$ cat config.mk
export PLATFORM = sky130hd
export DESIGN_NAME = pipe_stall_ctrl_flat
export DESIGN_NICKNAME = d
export VERILOG_FILES = /design/src/rtl/pipe_stall_ctrl_if.sv /design/src/rtl/pipe_stall_ctrl.sv /design/src/flat_wrapper.sv
export SDC_FILE = /design/constraint.sdc
export NUM_CORES = 1
export LEC_CHECK = 0
export CAP_MARGIN = 20
export CORE_ASPECT_RATIO = 0.9
export CORE_UTILIZATION = 35
export DETAILED_ROUTE_END_ITERATION = 10
export PLACE_DENSITY = 0.78
export SLEW_MARGIN = 30
export SYNTH_ARGS = -nofsm -noshare
export SYNTH_HDL_FRONTEND = slang
export SYNTH_SLANG_ARGS = --single-unit
$ cat constraint.sdc
create_clock -name clk -period 2.9 [get_ports clk]
set_input_delay 0.725 -clock clk [delete_from_list [all_inputs] [get_ports clk]]
set_output_delay 0.725 -clock clk [all_outputs]
set_load 0.02 [all_outputs]
$ cat src/rtl/pipe_stall_ctrl_if.sv
// Hazard-detection and mult/div handshake bundle between the pipeline datapath
// and the stall/flush controller.
interface pipe_stall_ctrl_if;
  logic [4:0] D_A1;
  logic [4:0] D_A2;
  logic [1:0] D_Tuse_rs;
  logic [1:0] D_Tuse_rt;
  logic       D_md_use;
  logic [4:0] E_WR;
  logic       E_RegWrite;
  logic [2:0] E_Tnew;
  logic [4:0] M_WR;
  logic       M_RegWrite;
  logic [2:0] M_Tnew;
  logic       E_md_start;
  logic       E_md_op;
  logic       stall;
  logic       PC_en;
  logic       FD_en;
  logic       DE_clr;
  logic       md_busy;
  logic [3:0] md_cnt;
  logic       md_done;

  modport slave (
    input  D_A1, D_A2, D_Tuse_rs, D_Tuse_rt, D_md_use,
    input  E_WR, E_RegWrite, E_Tnew, M_WR, M_RegWrite, M_Tnew,
    input  E_md_start, E_md_op,
    output stall, PC_en, FD_en, DE_clr, md_busy, md_cnt, md_done
  );

  modport master (
    output D_A1, D_A2, D_Tuse_rs, D_Tuse_rt, D_md_use,
    output E_WR, E_RegWrite, E_Tnew, M_WR, M_RegWrite, M_Tnew,
    output E_md_start, E_md_op,
    input  stall, PC_en, FD_en, DE_clr, md_busy, md_cnt, md_done
  );
endinterface

$ cat src/rtl/pipe_stall_ctrl.sv
// Tuse/Tnew stall controller for the 5-stage pipeline, plus the busy sequencer
// of the multicycle mult/div unit.
module pipe_stall_ctrl #(
  parameter int unsigned MULT_CYCLES = 5,
  parameter int unsigned DIV_CYCLES  = 10
) (
  input  logic               clk,
  input  logic               reset,
  pipe_stall_ctrl_if.slave   bus
);

  typedef enum logic [0:0] {
    IDLE = 1'b0,
    BUSY = 1'b1
  } md_state_e;

  localparam logic [3:0] MULT_LOAD = 4'(MULT_CYCLES);
  localparam logic [3:0] DIV_LOAD  = 4'(DIV_CYCLES);

  md_state_e  state_q, state_d;
  logic [3:0] md_cnt_q, md_cnt_d;
  logic       md_done_q, md_done_d;

  logic stall_rs_s;
  logic stall_rt_s;
  logic stall_md_s;
  logic stall_s;

  // A read stalls when its producer delivers later than the reader needs it; $0 never hazards.
  function automatic logic read_hazard(
    input logic [4:0] a,
    input logic [1:0] tuse,
    input logic [4:0] e_wr,
    input logic       e_we,
    input logic [2:0] e_tnew,
    input logic [4:0] m_wr,
    input logic       m_we,
    input logic [2:0] m_tnew
  );
    logic [2:0] tuse_x;
    logic       e_hit;
    logic       m_hit;
    tuse_x = {1'b0, tuse};
    e_hit  = e_we && (e_wr == a) && (e_tnew > tuse_x);
    m_hit  = m_we && (m_wr == a) && (m_tnew > tuse_x);
    return (a != 5'd0) && (tuse != 2'd3) && (e_hit || m_hit);
  endfunction

  // Combinational hazard detection and pipeline register controls
  always_comb begin
    stall_rs_s = read_hazard(bus.D_A1, bus.D_Tuse_rs, bus.E_WR, bus.E_RegWrite,
                             bus.E_Tnew, bus.M_WR, bus.M_RegWrite, bus.M_Tnew);
    stall_rt_s = read_hazard(bus.D_A2, bus.D_Tuse_rt, bus.E_WR, bus.E_RegWrite,
                             bus.E_Tnew, bus.M_WR, bus.M_RegWrite, bus.M_Tnew);
    stall_md_s = bus.D_md_use && ((state_q == BUSY) || bus.E_md_start);
    stall_s    = stall_rs_s | stall_rt_s | stall_md_s;
  end

  // Next-state logic for the mult/div busy sequencer
  always_comb begin
    state_d   = state_q;
    md_cnt_d  = md_cnt_q;
    md_done_d = 1'b0;
    case (state_q)
      IDLE: begin
        if (bus.E_md_start) begin
          state_d  = BUSY;
          md_cnt_d = bus.E_md_op ? DIV_LOAD : MULT_LOAD;
        end else begin
          state_d  = IDLE;
          md_cnt_d = 4'd0;
        end
      end
      BUSY: begin
        // A start arriving while busy is illegal and deliberately ignored.
        if (md_cnt_q == 4'd1) begin
          state_d   = IDLE;
          md_cnt_d  = 4'd0;
          md_done_d = 1'b1;
        end else begin
          state_d  = BUSY;
          md_cnt_d = md_cnt_q - 4'd1;
        end
      end
      default: begin
        state_d  = IDLE;
        md_cnt_d = 4'd0;
      end
    endcase
  end

  // Sequencer registers with synchronous reset
  always_ff @(posedge clk) begin
    if (reset) begin
      state_q   <= IDLE;
      md_cnt_q  <= 4'd0;
      md_done_q <= 1'b0;
    end else begin
      state_q   <= state_d;
      md_cnt_q  <= md_cnt_d;
      md_done_q <= md_done_d;
    end
  end

  assign bus.stall   = stall_s;
  assign bus.PC_en   = ~stall_s;
  assign bus.FD_en   = ~stall_s;
  assign bus.DE_clr  = stall_s;
  assign bus.md_busy = (state_q == BUSY);
  assign bus.md_cnt  = md_cnt_q;
  assign bus.md_done = md_done_q;

endmodule

$ cat src/flat_wrapper.sv
// flat-port wrapper written by rule: the top's interface ports become plain ports
module pipe_stall_ctrl_flat 
#(
  parameter int unsigned MULT_CYCLES = 5,
  parameter int unsigned DIV_CYCLES  = 10
)
  (clk, reset, bus_D_A1, bus_D_A2, bus_D_Tuse_rs, bus_D_Tuse_rt, bus_D_md_use, bus_E_WR, bus_E_RegWrite, bus_E_Tnew, bus_M_WR, bus_M_RegWrite, bus_M_Tnew, bus_E_md_start, bus_E_md_op, bus_stall, bus_PC_en, bus_FD_en, bus_DE_clr, bus_md_busy, bus_md_cnt, bus_md_done);
  pipe_stall_ctrl_if bus_i ();
  input  logic clk;
  input  logic reset;
  input wire logic [$bits(bus_i.D_A1)-1:0] bus_D_A1;
  input wire logic [$bits(bus_i.D_A2)-1:0] bus_D_A2;
  input wire logic [$bits(bus_i.D_Tuse_rs)-1:0] bus_D_Tuse_rs;
  input wire logic [$bits(bus_i.D_Tuse_rt)-1:0] bus_D_Tuse_rt;
  input wire logic [$bits(bus_i.D_md_use)-1:0] bus_D_md_use;
  input wire logic [$bits(bus_i.E_WR)-1:0] bus_E_WR;
  input wire logic [$bits(bus_i.E_RegWrite)-1:0] bus_E_RegWrite;
  input wire logic [$bits(bus_i.E_Tnew)-1:0] bus_E_Tnew;
  input wire logic [$bits(bus_i.M_WR)-1:0] bus_M_WR;
  input wire logic [$bits(bus_i.M_RegWrite)-1:0] bus_M_RegWrite;
  input wire logic [$bits(bus_i.M_Tnew)-1:0] bus_M_Tnew;
  input wire logic [$bits(bus_i.E_md_start)-1:0] bus_E_md_start;
  input wire logic [$bits(bus_i.E_md_op)-1:0] bus_E_md_op;
  output wire logic [$bits(bus_i.stall)-1:0] bus_stall;
  output wire logic [$bits(bus_i.PC_en)-1:0] bus_PC_en;
  output wire logic [$bits(bus_i.FD_en)-1:0] bus_FD_en;
  output wire logic [$bits(bus_i.DE_clr)-1:0] bus_DE_clr;
  output wire logic [$bits(bus_i.md_busy)-1:0] bus_md_busy;
  output wire logic [$bits(bus_i.md_cnt)-1:0] bus_md_cnt;
  output wire logic [$bits(bus_i.md_done)-1:0] bus_md_done;
  assign bus_i.D_A1 = bus_D_A1;
  assign bus_i.D_A2 = bus_D_A2;
  assign bus_i.D_Tuse_rs = bus_D_Tuse_rs;
  assign bus_i.D_Tuse_rt = bus_D_Tuse_rt;
  assign bus_i.D_md_use = bus_D_md_use;
  assign bus_i.E_WR = bus_E_WR;
  assign bus_i.E_RegWrite = bus_E_RegWrite;
  assign bus_i.E_Tnew = bus_E_Tnew;
  assign bus_i.M_WR = bus_M_WR;
  assign bus_i.M_RegWrite = bus_M_RegWrite;
  assign bus_i.M_Tnew = bus_M_Tnew;
  assign bus_i.E_md_start = bus_E_md_start;
  assign bus_i.E_md_op = bus_E_md_op;
  assign bus_stall = bus_i.stall;
  assign bus_PC_en = bus_i.PC_en;
  assign bus_FD_en = bus_i.FD_en;
  assign bus_DE_clr = bus_i.DE_clr;
  assign bus_md_busy = bus_i.md_busy;
  assign bus_md_cnt = bus_i.md_cnt;
  assign bus_md_done = bus_i.md_done;
  pipe_stall_ctrl #(.MULT_CYCLES(MULT_CYCLES), .DIV_CYCLES(DIV_CYCLES)) u_core (.clk(clk), .reset(reset), .bus(bus_i));
endmodule
==> impl_metrics.csv, run 1 <==
group,metric,value,unit
synthesis,async_flop_share,0,%
sta,slew_headroom,81.3,%
clocking,clkLatencyLatePin,0.25,ns
sta,period_needed,2.87,ns
sta,clock_skew,0.00858,ns
layout,multiInputGateArea,674,sq um
outcome,status,"finished clean",
floorplan,ios,47,
synthesis,netlist_area,737,sq um
grt,grt_pass1_vias,862,
flow_run,maxCapViolCount,0,
layout,seqCellArea,120,sq um
sta,hold_viol,0,
grt,grt_max_degree,6,
synthesis,synth_edf_count,0,
floorplan,start_util,37.8,%
clocking,cts_sinks,6,
synthesis,synth_common_cells,"14 x xnor2_1, 10 x ha_1, 8 x xor2_1, 6 x dfxtp_1, 6 x inv_1",
synthesis,yosysMostFrequentCell,"xnor2_1",
synthesis,ys_seq_area_share,16.3,%
placement,dpl_cell_area,0.00126,sq mm
clocking,cts_tree,"yes",
clocking,clk_pin_slew,0.04,ns
detailed_routing,antenna_left,0,
synthesis,synth_fp_nets,138,
grt,grt.overflow.total,0,
detailed_routing,viasPerCell,5.15,
synthesis,ys_warn_count,0,
placement,place_congestion,0.814,
layout,drive_gt1_share,23.6,%
synthesis,synth_cell_types,21,
synthesis,synthTopCellsByArea,"ha_1 17%, xnor2_1 17%, dfxtp_1 16%, xor2_1 9.5%, nand3b_1 4.1%",
layout,n_fill_cell,173,
clocking,postCtsHoldBufs,0,
clocking,cts_buffers,3,
layout,diodes,0,
detailed_routing,drcViolationCount,0,
grt,grt_antenna_before_repair,0,
sta,fin_hold_ws,0.515,ns
layout,nNetsFinal,193,
worst_setup_path,cp_max_fo,2,
sta,post-route-period-util,99.0,%
floorplan,fp.dieW,50.4,um
synthesis,yosysTopAreaCell,"ha_1",
power,ir_worst_vdd,217,uV
worst_hold_path,min_path_type,"reg -> reg",
power,powerDensity,299,mW/mm^2
floorplan,die_area,0.00229,sq mm
sta,setup_viol,0,
floorplan,fp.coreArea,0.00195,sq mm
detailed_routing,dr.pass1.iters,4,
grt,track_usage,22.3,%
grt,grt_pass1_wl,3.80,mm
power,p_leak,0.580,nW
worst_setup_path,arrival,2.15,ns
synthesis,ys_seq_elements,6,
clocking,clockBufferDepth,2,
detailed_routing,post_drt_wl_per_cell,13.9,um
synthesis,avgSynthCellArea,8.10,sq um
sta,tightest_slew,0.277,ns
detailed_routing,routed_wl,2.34,mm
sta,fmax,348,MHz
synthesis,synthFlopType,"dfxtp_1",
worst_setup_path,crit_required,2.17,ns
worst_setup_path,crit_path_start_kind,"input pin",
worst_setup_path,criticalPathCategory,"in -> out",
worst_setup_path,critPathCaptureType,"output pin",
placement,io_buffer_count,46,
synthesis,synth_top_area_share,17.0,%
detailed_routing,num_vias,871,
layout,fin_area,0.00133,sq mm
floorplan,rows,15,
detailed_routing,drt_iter0_markers,8,
placement,dp_hpwl,1.99,mm
sta,rsz0062_at_grt,"false",
clocking,htree_levels,1,
layout,syn2layout_area_growth,80.8,%
floorplan,fp.dieH,45.5,um
clocking,cts_root_buf,"clkbuf_4",
sta,drv_slew,0,
synthesis,netlist_instances,91,
[state kept, by name (all words and copies together), names as in the netlist]
register            count
u_core.bus.md_done      1
u_core.bus.md_cnt       4
u_core.bus.md_busy      1
[cells in the final DEF (no fill, tap or decap)]
cell type	n
ha_4	4
o21ai_1	2
nand4_1	4
xnor2_1	14
buf_6	2
nor2b_4	2
nand2_1	3
clkdlybuf4s50_1	14
a22oi_1	2
nor4_1	3
dfxtp_1	6
nor3_1	3
inv_1	2
o22ai_1	2
dlygate4sd2_1	18
nor2b_1	2
clkbuf_2	3
clkbuf_4	3
buf_4	7
nand3_1	2
dlymetal6s2s_1	3
xor2_1	8
nand2b_1	2
inv_4	2
clkdlybuf4s15_2	1
ha_1	6
o31ai_4	1
and3_4	1
nand3b_1	4
inv_2	2
o31ai_2	1
buf_2	4
o21ai_0	3
nor2_1	5
nor4_2	1
o31ai_1	2
[what timing repair did]
item | 4_1_cts | 5_1_grt
resized for setup | 73 | 13
setup buffers | 0 | 0
pin swaps | 21 | 12
setup endpoints to repair | 4 | 4
[stage by stage]
stage          total power, mW  util, %  worst slack (ns)  TNS (ns)  instances
2_1_floorplan            0.201        -             0.102         0         91
3_3_place_gp             0.306     64.5            -0.946     -3.52        166
3_5_place_dp             0.313     64.5            -0.994     -3.71        166
4_1_cts                  0.398     68.3           0.00255         0        169
5_1_grt                  0.426     68.3          0.000345         0        169
6_report                 0.398     68.3            0.0286         0        169
[worst paths after layout]
kind | end | slack (ns) | startpoint | cells past startpoint
setup reg to reg | u_core.bus.md_cnt[2]$_SDFF_PP0_ | 1.83 | u_core.bus.md_cnt[0]$_SDFF_PP0_ | 4
hold reg to reg | u_core.bus.md_cnt[0]$_SDFF_PP0_ | 0.51 | u_core.bus.md_cnt[0]$_SDFF_PP0_ | 1
hold / removal | u_core.bus.md_cnt[0]$_SDFF_PP0_ | 0.51 | u_core.bus.md_cnt[0]$_SDFF_PP0_ | 1
setup / recovery | bus_FD_en | 0.03 | bus_D_Tuse_rt[1] | 9
[area by class of cell]
type	instances	share of cell area, %
Clock buffer	3	1.69
Inverter	6	2.07
Multi-Input combinational cell	77	50.6
Sequential cell	6	9.01
Tap cell	25	2.35
Timing Repair Buffer	52	34.3
[power breakdown]
group / internal [mW] / switching, mW / leakage [nW]
clock: 0.0470 / 0.0330 / 0.0138
sequential: 0.0923 / 0.00994 / 0.0495
combinational: 0.117 / 0.0996 / 0.516
total: 0.256 / 0.143 / 0.580
[kinds of logic after synthesis]
family | after synthesis | synth area share (%)
simple gates | 32 | 24.3
fa+ha+maj | 10 | 17.0
buf+inv | 8 | 5.09
flops | 6 | 16.3
xor+xnor | 22 | 26.1
compound gates | 13 | 11.2
[layer usage]
layer,vias up,part of all wire [%],GRT usage (%)
met5,-,0,0
met1,405,45,26.8
li1,429,-,-
met2,37,49,41.3
met4,0,0,4.44
met3,0,6.0,4.67
[critical path, stage by stage]
cell,delay [ns]
buf_4,0.12
inv_4,0.07
ha_4,0.20
nor2b_4,0.12
o31ai_2,0.22
nor4_1,0.10
o21ai_1,0.23
and3_4,0.24
buf_6,0.11
No activity file was read; power rests on OpenSTA's default activity.
==> inputs of run 2 (changes only) <==
- CORE_UTILIZATION: 35 -> 36
- PLACE_DENSITY: 0.78 -> 0.79
==> run 2 against run 1 <==
  * Cell area rose by 4.2%
  * Global-route usage fell by 0.063 points
  * Count of clock-buffer cells in the layout did not move
  * Sequential share of layout area fell by 0.37 points
  * Sequential power barely moved
  * Clock skew fell by 0.0010 ns
  * Wire length rose by 2.3%
  * Critical path depth rose by 2
  * Clock power barely moved
  * Largest cell class unchanged
  * Highest routed layer is now met4
==> impl_metrics.csv, run 2 (synthesis results as in run 1) <==
group,metric,value,unit
sta,post-route-period-util,98.1,%
layout,syn2layout_area_growth,88.5,%
detailed_routing,viasPerCell,5.05,
clocking,cts_root_buf,"clkbuf_4",
power,p_sw_share,36.1,%
clocking,clk_pin_slew,0.04,ns
clocking,cts_tree,"yes",
layout,drive_gt1_share,27.2,%
sta,tightest_slew,0.266,ns
sta,period_needed,2.85,ns
clocking,cts_sinks,6,
clocking,clockBufferDepth,2,
clocking,htree_levels,1,
worst_setup_path,r2r-end,"u_core.bus.md_cnt[2]$_SDFF_PP0_",
power,switchingPower,0.149,mW
grt,grt_antenna_before_repair,0,
worst_setup_path,crit_required,2.17,ns
placement,place_congestion,0.782,
sta,fmax,351,MHz
layout,finalNonFillerCells,172,
clocking,cts_buffers,3,
grt,grt_pass1_vias,894,
worst_hold_path,hold_start,"u_core.bus.md_cnt[0]$_SDFF_PP0_",
sta,hold_viol,0,
detailed_routing,drt_iter0_markers,10,
sta,setup_viol,0,
worst_setup_path,critPathCaptureType,"output pin",
detailed_routing,routed_wl,2.40,mm
sta,drv_slew,0,
detailed_routing,dr.pass1.iters,4,
worst_setup_path,criticalPathCategory,"in -> out",
grt,grt.overflow.total,0,
floorplan,ios,47,
worst_setup_path,arrival,2.12,ns
floorplan,fp.dieH,44.9,um
placement,dp_hpwl,1.92,mm
sta,fin_hold_ws,0.521,ns
power,comb_power_share,55.7,%
layout,final_common_cell,"dlygate4sd2_1",
power,pwr-share-seq,24.9,%
power,powerDensity,297,mW/mm^2
sta,rsz0062_at_grt,"true",
worst_hold_path,min_path_type,"reg -> reg",
layout,nNetsFinal,196,
grt,grt_max_degree,6,
layout,diodes,0,
worst_setup_path,crit_path_start_kind,"input pin",
worst_hold_path,min_to,"u_core.bus.md_cnt[0]$_SDFF_PP0_",
flow_run,maxCapViolCount,0,
sta,slew_headroom,82.1,%
floorplan,fp.coreArea,0.00191,sq mm
detailed_routing,antenna_left,0,
placement,placed_cells_incl_taps,165,
sta,clock_skew,0.00758,ns
floorplan,die_area,0.00223,sq mm
power,p_int,0.264,mW
layout,largest_register_ffs,4,
detailed_routing,drcViolationCount,0,
power,p_leak,0.594,nW
floorplan,start_util,38.5,%
worst_setup_path,ff2ff_setup_slack,1.71,ns
layout,final_cell_mix,"19 x dlygate4sd2_1, 15 x clkdlybuf4s50_1, 14 x xnor2_1",
detailed_routing,post_drt_wl_per_cell,13.9,um
floorplan,rows,15,
layout,fin_util,72.5,%
placement,io_buffer_count,46,
floorplan,fp.dieW,49.7,um
worst_setup_path,cp_max_fo,2,
grt,track_usage,22.2,%
sta,tns,0,ns
worst_setup_path,r2r_start,"u_core.bus.md_cnt[0]$_SDFF_PP0_",
clocking,postCtsHoldBufs,0,
worst_setup_path,crit_start,"bus_D_Tuse_rs[1]",
detailed_routing,num_vias,868,
power,ir_worst_vdd,236,uV
power,finalPower,0.413,mW
grt,grt_pass1_wl,3.68,mm
power,clock_power_share,19.4,%
clocking,clkLatencyLatePin,0.25,ns
worst_hold_path,holdPathStages,1,
worst_setup_path,worst_r2r_path_depth,4,
outcome,status,"finished clean",
run 2: layout make-up:
type                            count  area, sq um
Sequential cell                     6          120
Multi-Input combinational cell     77          683
Tap cell                           25         31.3
Fill cell                         171          526
Timing Repair Buffer               55          504
Inverter                            6         27.5
Clock buffer                        3         22.5
run 2: layer usage:
metal / up-vias / track usage, % / part of all wire [%]
met1: 400 / 23.9 / 41
met5: - / 0 / 0
met3: 2 / 4.71 / 5.7
met2: 33 / 45.1 / 52
li1: 433 / - / -
met4: 0 / 4.00 / 0.83
run 2: power groups by stage:
stage / logic (mW) / clock network (mW) / registers [mW]
6_report: 0.230 / 0.0799 / 0.103
5_1_grt: 0.247 / 0.0848 / 0.105
4_1_cts: 0.214 / 0.0803 / 0.102
3_5_place_dp: 0.209 / 0 / 0.104
3_3_place_gp: 0.202 / 0 / 0.103
2_1_floorplan: 0.0876 / 0 / 0.113
run 2: repair_timing:
item,in CTS,in global routing
setup endpoints to repair,4,4
pin swaps,17,11
resized for setup,70,22
buffers inserted,2,2
run 2: critical path, cell delays in order:
cell	delay [ns]
buf_8	0.08
inv_6	0.03
buf_12	0.11
ha_4	0.23
buf_4	0.13
nand3b_1	0.10
o31ai_2	0.08
nor4_2	0.16
o21ai_1	0.13
and3_4	0.20
buf_6	0.12
run 2: through the flow:
stage	instance area, sq um	setup slack (ns)
2_1_floorplan	737	0.102
3_3_place_gp	1250	-0.904
3_5_place_dp	1250	-0.950
4_1_cts	1320	0.0222
5_1_grt	1390	-0.0455
6_report	1390	0.0545
run 2: worst max path at each step:
stage / end / slack, ns / depth (start not counted)
2_1_floorplan: bus_PC_en / 0.10 / 8
5_1_grt: bus_FD_en / -0.05 / 11
6_report: bus_FD_en / 0.05 / 11
4_1_cts: bus_PC_en / 0.02 / 8
3_3_place_gp: bus_PC_en / -0.90 / 9
3_5_place_dp: bus_PC_en / -0.95 / 9
==> inputs of run 3 (changes only) <==
- CORE_UTILIZATION: 36 -> 40
- DONT_BUFFER_PORTS: unset -> 1
- PLACE_DENSITY: 0.79 -> unset
==> run 3 against run 2 <==
  * Combinational power is 54% lower
  * Global-route usage decreased by 3.2 points
  * Sequential share of layout area rose by 6.3 points
  * Die area down 9.6%
  * Hold slack improved by 0.069 ns
  * Non-clock buffer count down 53
  * Core utilization decreased by 25 points
  * Cell count shrank 31%
  * Wire length shrank 30%
  * Largest power group is now sequential cells
  * First-iteration DRC count grew 60%
  * Flip-flop and latch count unchanged
  * Clock power down 2.8%
==> impl_metrics.csv, run 3 (synthesis results as in run 1) <==
group,metric,value,unit
outcome,status,"finished clean",
sta,post-route-period-util,96.7,%
placement,placed_cells_incl_taps,115,
worst_setup_path,arrival,2.08,ns
worst_setup_path,ff2ff_setup_slack,1.72,ns
layout,n_fill_cell,182,
sta,period_needed,2.80,ns
detailed_routing,post_drt_wl_per_cell,14.2,um
clocking,post_cts_buffers,0,
grt,grt_pass1_vias,689,
sta,tightest_slew,0.345,ns
layout,final_cell_mix,"14 x xnor2_1, 10 x ha_1, 8 x xor2_1",
sta,fmax,357,MHz
grt,grt_antenna_before_repair,0,
power,ir_worst_vdd,324,uV
placement,dp_hpwl,1.49,mm
sta,slew_headroom,77.0,%
clocking,htree_levels,1,
worst_setup_path,crit_path_start_kind,"input pin",
worst_setup_path,critPathCaptureType,"output pin",
detailed_routing,drcViolationCount,0,
flow_run,maxCapViolCount,0,
sta,rsz0062_at_grt,"false",
clocking,cts_sinks,6,
detailed_routing,antenna_left,0,
worst_setup_path,cpPeakStageDelay,0.28,ns
floorplan,start_util,43.4,%
floorplan,fp.dieH,42.7,um
sta,hold_viol,0,
layout,nNetsFinal,143,
sta,fin_hold_ws,0.590,ns
detailed_routing,drt_iter0_markers,16,
worst_setup_path,cp_max_fo,2,
grt,grt_max_degree,6,
layout,finalNonFillerCells,118,
clocking,clockBufferDepth,2,
layout,seqCellArea,120,sq um
sta,drv_slew,0,
sta,clock_skew,0.00280,ns
floorplan,fp.coreArea,0.00170,sq mm
worst_hold_path,holdPathStages,1,
worst_setup_path,criticalPathCategory,"in -> out",
worst_hold_path,min_path_type,"in -> reg",
sta,tns,0,ns
sta,setup_viol,0,
clocking,clk_pin_slew,0.04,ns
floorplan,fp.dieW,47.2,um
layout,syn2layout_area_growth,8.83,%
layout,largest_register_ffs,4,
power,p_leak,0.315,nW
detailed_routing,routed_wl,1.67,mm
detailed_routing,dr.pass1.iters,4,
worst_setup_path,r2r_start,"u_core.bus.md_cnt[0]$_SDFF_PP0_",
grt,grt_pass1_wl,2.72,mm
power,powerDensity,371,mW/mm^2
clocking,cts_tree,"yes",
layout,drive_gt1_share,5.32,%
clocking,cts_buffers,3,
worst_setup_path,r2r-end,"u_core.bus.md_cnt[2]$_SDFF_PP0_",
detailed_routing,num_vias,674,
worst_setup_path,critical_path.cell_chain,"inv_1 > ha_1 > nor2b_1 > o31ai_1 > nor4_1 > o21ai_1 > and3_1 > buf_12",
clocking,clkLatencyLatePin,0.25,ns
layout,diodes,0,
worst_setup_path,crit_required,2.17,ns
clocking,cts_root_buf,"clkbuf_4",
floorplan,ios,47,
placement,io_buffer_count,0,
layout,fin_util,47.2,%
worst_setup_path,crit_slowest_cell,"ha_1",
placement,place_congestion,0.784,
worst_hold_path,hold_start,"bus_E_md_op",
worst_setup_path,worst_r2r_path_depth,4,
layout,final_common_cell,"xnor2_1",
layout,multiInputGateArea,579,sq um
floorplan,rows,14,
grt,grt.overflow.total,0,
detailed_routing,viasPerCell,5.71,
grt,track_usage,19.0,%
worst_setup_path,crit_start,"bus_D_Tuse_rt[1]",
worst_hold_path,min_to,"u_core.bus.md_cnt[2]$_SDFF_PP0_",
power,finalPower,0.298,mW
floorplan,die_area,0.00202,sq mm
## run 3: changes by cell type in the layout (fill, tap and decap cells not counted), moves of 4 or more
cell             previous run  this run
dlygate4sd2_1              19         0
o31ai_1                     0         4
clkdlybuf4s50_1            15         0
o31ai_2                     4         0
ha_1                        6        10
buf_6                       4         0
buf_4                       7         1
inv_1                       2         6
ha_4                        4         0
buf_2                       4         0
## run 3: critical path: cells and delay by family
family	cells	cell delay, ns
compound gates	2	0.45
fa+ha+maj	1	0.28
simple gates	3	0.46
buf+inv	2	0.17
## run 3: cell type report
type                       count  share of cell area (%)
clock buffer                   3                    2.81
inverter                       6                    2.81
multi-input combinational     77                    72.2
sequential                     6                    15.0
tap                           24                    3.74
timing repair buffer           2                    3.43
## run 3: what timing repair did
| item | in CTS | in global routing |
|---|---|---|
| endpoints found under the setup margin | 0 | 4 |
| resized for setup | 0 | 1 |
| hold buffers | 0 | 0 |
## run 3: per-stage QoR
stage                     setup slack (ns)  instance area [sq um]
after floorplan                      0.102                    737
after global placement              0.0268                    779
after detailed placement            0.0392                    779
after CTS                           0.0322                    802
after global routing                0.0180                    802
final                               0.0956                    802
## run 3: power by group
group | internal, mW | leakage [nW] | switching, mW | total, mW
clock | 0.0468 | 0.0138 | 0.0309 | 0.0777
sequential | 0.0924 | 0.0495 | 0.0220 | 0.114
combinational | 0.0560 | 0.252 | 0.0496 | 0.106
## run 3: how the worst max path moves through the flow
stage,to,slack (ns),cells past startpoint
final,bus_FD_en,0.1,8
after global routing,bus_PC_en,0.02,8
after CTS,bus_PC_en,0.03,8
after floorplan,bus_PC_en,0.10,8
after detailed placement,bus_PC_en,0.04,8
after global placement,bus_FD_en,0.03,8
## run 3: routing by layer
layer,routed length [um],global-route usage [%],up-vias,share of wire [%]
met5,0,0,-,0
met4,14,3.43,0,0.84
met3,204,10.2,4,12
met2,711,26.8,43,42
met1,744,25.5,298,44
li1,-,-,329,-
